File: src/rtl/spi_frame_arbiter.sv
// Two-requester arbiter that lends one SPI master to a show-ahead FIFO for up to BYTES_PER_FRAME bytes.
// Policy macro SPI_ARB_RR_EN: defined -> round-robin on contention; undefined -> requester 0 always wins.
module spi_frame_arbiter #(
    parameter int BYTES_PER_FRAME = 2
) (
    input  logic       clk,
    input  logic       n_rst,
    input  logic       empty0,
    input  logic       empty1,
    input  logic [7:0] data0,
    input  logic [7:0] data1,
    output logic       rdreq0,
    output logic       rdreq1,
    output logic       wrreq0,
    output logic       wrreq1,
    output logic       m_empty,
    output logic [7:0] m_data,
    input  logic       m_rdreq,
    input  logic       m_wrreq,
    input  logic       m_ready,
    output logic [1:0] grant
);
    localparam logic [7:0] FRAME_LEN = 8'(BYTES_PER_FRAME);

    typedef enum logic [1:0] {
        IDLE   = 2'd0,
        ARM    = 2'd1,
        ACTIVE = 2'd2
    } state_t;

    state_t     state_reg, state_next;
    logic [1:0] grant_reg, grant_next;
    logic [7:0] rd_cnt_reg, rd_cnt_next;
    logic [7:0] wr_cnt_reg, wr_cnt_next;

    logic [1:0] rd_strobe;
    logic [1:0] wr_strobe;
    logic       frame_open;
    logic       start;
    logic       pick1;
    logic       owner_empty;
    logic [7:0] owner_data;

    assign frame_open = (rd_cnt_reg < FRAME_LEN);
    assign start      = (state_reg == IDLE) && m_ready && (!empty0 || !empty1);

    // Strobes pass straight through so the show-ahead FIFOs pop in the same cycle the master reads.
    generate
        for (genvar gi = 0; gi < 2; gi++) begin : g_req
            assign rd_strobe[gi] = m_rdreq & grant_reg[gi] & frame_open;
            assign wr_strobe[gi] = m_wrreq & grant_reg[gi];
        end
    endgenerate

    assign rdreq0 = rd_strobe[0];
    assign rdreq1 = rd_strobe[1];
    assign wrreq0 = wr_strobe[0];
    assign wrreq1 = wr_strobe[1];
    assign grant  = grant_reg;

    assign owner_empty = grant_reg[1] ? empty1 : empty0;
    assign owner_data  = grant_reg[1] ? data1  : data0;

`ifdef SPI_ARB_RR_EN
    logic last_reg, last_next;

    // On contention the requester that did not win last time gets the frame.
    assign pick1     = empty0 | (~empty1 & ~last_reg);
    assign last_next = start ? pick1 : last_reg;

    always_ff @(posedge clk or negedge n_rst) begin
        if (!n_rst) begin
            last_reg <= 1'b1;
        end else begin
            last_reg <= last_next;
        end
    end
`else
    assign pick1 = empty0;
`endif

    always_ff @(posedge clk or negedge n_rst) begin
        if (!n_rst) begin
            state_reg  <= IDLE;
            grant_reg  <= 2'b00;
            rd_cnt_reg <= 8'd0;
            wr_cnt_reg <= 8'd0;
        end else begin
            state_reg  <= state_next;
            grant_reg  <= grant_next;
            rd_cnt_reg <= rd_cnt_next;
            wr_cnt_reg <= wr_cnt_next;
        end
    end

    always_comb begin
        state_next  = state_reg;
        grant_next  = grant_reg;
        rd_cnt_next = rd_cnt_reg;
        wr_cnt_next = wr_cnt_reg;
        m_empty     = 1'b1;
        m_data      = 8'h00;

        case (state_reg)
            IDLE: begin
                rd_cnt_next = 8'd0;
                wr_cnt_next = 8'd0;
                if (start) begin
                    grant_next = pick1 ? 2'b10 : 2'b01;
                    state_next = ARM;
                end
            end
            ARM, ACTIVE: begin
                // Fake an empty FIFO once the frame quota is used so the master closes the frame.
                m_empty = owner_empty | ~frame_open;
                m_data  = owner_data;
                if (|rd_strobe) begin
                    rd_cnt_next = rd_cnt_reg + 8'd1;
                end
                if (|wr_strobe) begin
                    wr_cnt_next = wr_cnt_reg + 8'd1;
                end
                if (state_reg == ARM) begin
                    if (!m_ready) begin
                        state_next = ACTIVE;
                    end
                end else if (m_ready && (wr_cnt_reg == rd_cnt_reg)) begin
                    state_next  = IDLE;
                    grant_next  = 2'b00;
                    rd_cnt_next = 8'd0;
                    wr_cnt_next = 8'd0;
                end
            end
            default: begin
                state_next = IDLE;
                grant_next = 2'b00;
            end
        endcase
    end
endmodule

File: config.mk
export PLATFORM = sky130hd
export DESIGN_NAME = spi_frame_arbiter
export DESIGN_NICKNAME = d
export VERILOG_FILES = /design/src/rtl/spi_frame_arbiter.sv
export SDC_FILE = /design/constraint.sdc
export NUM_CORES = 1
export LEC_CHECK = 0
export CORE_ASPECT_RATIO = 1.1
export CORE_MARGIN = 3
export CORE_UTILIZATION = 50
export CTS_CLUSTER_DIAMETER = 150
export DETAILED_ROUTE_END_ITERATION = 8
export GPL_TIMING_DRIVEN = 0
export PLACE_DENSITY = 0.84
export SYNTH_ARGS = -nofsm -noshare
export SYNTH_HDL_FRONTEND = slang
export SYNTH_SLANG_ARGS = --single-unit
File: constraint.sdc
create_clock -name clk -period 2.7 [get_ports clk]
set_input_delay 0.54 -clock clk [delete_from_list [all_inputs] [get_ports clk]]
set_output_delay 0.54 -clock clk [all_outputs]
set_load 0.005 [all_outputs]
==> flow_metrics.tcl <==
set metrics [dict create \
    hold_buffers 0 \
    grt.overflow.total 0 \
    synthesis.area_um2 1270 \
    yosysSeqAreaShare_pct 39.4 \
    final_hold_viol_count 0 \
    min_from "rd_cnt_reg[6]" \
    synth-edff-count 0 \
    final_cell_mix "35 x clkdlybuf4s50_1, 20 x dfrtp_1, 14 x nor2b_1, 13 x nor2_1, 12 x xor2_1" \
    cap_violations 0 \
    grt_max_degree 21 \
    ant_nets 0 \
    fin_total_pwr_w 0.00139 \
    viasPerCell 5.35 \
    core_area_um2 2320 \
    root_buffer "clkbuf_4" \
    drv_slew 0 \
    holdPathStages 1 \
    p_leak_nw 0.798 \
    rr_startpoint "rd_cnt_reg[3]" \
    period_minus_slack_ns 2.56 \
    wl_per_cell_um 14.8 \
    clock_path_buffers 2 \
    antenna_found_initial 0 \
    antenna_cells 0 \
    seqCellArea_um2 500 \
    num_rows 18 \
    cts_tree "yes" \
    rsz0062_at_grt "no" \
    path_max_fanout 2 \
    ys_ff_latch 20 \
    ios 38 \
    cp-start-kind "register" \
    slew_headroom_pct 42.0 \
    worst_hold_path_type "reg2reg" \
    synth-async-reset-ratio_pct 100 \
    gp_congestion 0.817 \
    drive_above_1_share_pct 11.8 \
    final_nets 201 \
    totalWireLength_mm 2.96 \
    ys.flop_type "dfrtp_1" \
    grt_pass1_vias 1074 \
    cpMaxStageDelayCell "or4_4" \
    cp_cell_sequence "or4_4 -> nor2_4 -> buf_4 -> nand4_1 -> clkdlybuf4s50_1" \
    irDropWorstVdd_mv 0.611 \
    p_per_area_nw_per_um2 798 \
    cts_buffers 3 \
    cp_data_arrival_time_ns 2.02 \
    chipHeight_um 58.8 \
    fin_crit_sh_pct 94.7 \
    max_freq_mhz 391 \
    r2r_cells 7 \
    die_w_um 54.0 \
    reg2reg_slack_ns 0.63 \
    num_vias 1070 \
    avgSynthCellArea_um2 9.91 \
    hpwl_mm 2.41 \
    syn_nets 157 \
    multi_input_area_um2 748 \
    drt_iter0_markers 10 \
    io_buffers 37 \
    setup_viol 0 \
    syn_to_final_growth_pct 37.3 \
    grt_use_total_pct 20.6 \
    dr.pass1.iters 4 \
    cts_sinks 20 \
    status "finished, final reports clean" \
    start_util_pct 54.7 \
    drc 0 \
    clkTransAtPathRegs_ns 0.11 \
    startpoint "rd_cnt_reg[3]" \
    crit_type "reg2out" \
    setup-tns-final_ns 0 \
    finalClockSkew_ns 0.0114 \
    fillers 153 \
    worstPathRequired_ns 2.16 \
    final_common_cell "clkdlybuf4s50_1" \
    utilization_pct 75.1 \
    cts_max_level 1 \
    critical_path.endpoint_type "output port" \
    synth_cell_types 35 \
    yosys_warnings 0 \
    grt_pass1_wl_mm 4.86 \
    syn_inst 128 \
    die_area_um2 3180 \
    cp_slowest_stage_delay_ns 0.55 \
    tightest_slew_ns 0.867 \
    insertion_delay_ns 0.30 \
]
[power by group]
group | internal, W | switching [W] | leakage, nW
logic | 0.000468 | 0.000399 | 0.510
registers | 0.000341 | 0.0000456 | 0.274
clock network | 0.0000519 | 0.0000844 | 0.0138
[cells in the mapped netlist (all sizes together) (2+ instances only)]
master   n  area (µm²)
nor4     2        18.8
a21oi    4        35.0
ha       6        75.1
o21ai    3        15.0
nand2    7        26.3
nor3     2        10.0
nor2    15        58.8
mux2     2        22.5
nand4    5        37.5
nor2b   14        87.6
clkbuf   2        8.75
and2     4        25.0
inv      4        15.0
mux2i   10         100
xnor2    4        35.0
xor2    12         105
dfrtp   20         500
buf      2        15.0
[per-layer routing]
layer,global-route usage [%],vias to the layer above,share of wire [%]
met5,0,-,0
met4,7.12,0,2.7
met3,5.32,10,5.9
met2,34.9,40,50
met1,25.0,499,41
li1,-,521,-
[final timing paths]
kind | endpoint
worst max-delay path | m_empty
worst min-delay path | rd_cnt_reg[6]
worst max register to register | grant[0]
worst min register to register | rd_cnt_reg[6]
max in group asynchronous | wr_cnt_reg[2]
min in group asynchronous | state_reg[0]
[kinds of logic after synthesis]
family,after synthesis,share of synthesized area (%)
xor gates and xnor gates,16,11.0
buffers and inverters,8,3.06
and+or+nand+nor,55,24.3
AOI/OAI and AO/OA,11,6.61
DFF,20,39.4
muxes,12,9.66
adders and majority gates,6,5.92
[through the flow]
stage	setup WS, ns	hold slack [ns]	std cells	area, µm²
after detailed placement	0.221	0.537	195	1680
after global placement	0.284	0.518	195	1680
after floorplan	0.865	0.244	128	1270
after global routing	0.0612	0.583	200	1740
after CTS	0.00766	0.564	199	1720
final	0.143	0.565	200	1740
[critical path, delay by kind of cell, from the launching register on]
kind	cells	cell delay, ns
simple gates	3	0.75
buf+inv	2	0.58
flops	1	0.40
[final cells by class]
class / count / area share [%]
multi-input combinational: 100 / 43.0
sequential: 20 / 28.7
timing repair buffer: 41 / 23.1
tap: 30 / 2.16
clock buffer: 3 / 1.29
buffer: 2 / 0.934
inverter: 4 / 0.862
[repair_timing]
action                                  4_1_cts  5_1_grt
resized for setup                             2        5
pin swaps                                     2        1
endpoints found under the setup margin       11        2
setup buffers                                 3        1
Note: power is estimated with default switching activity, not from simulation.
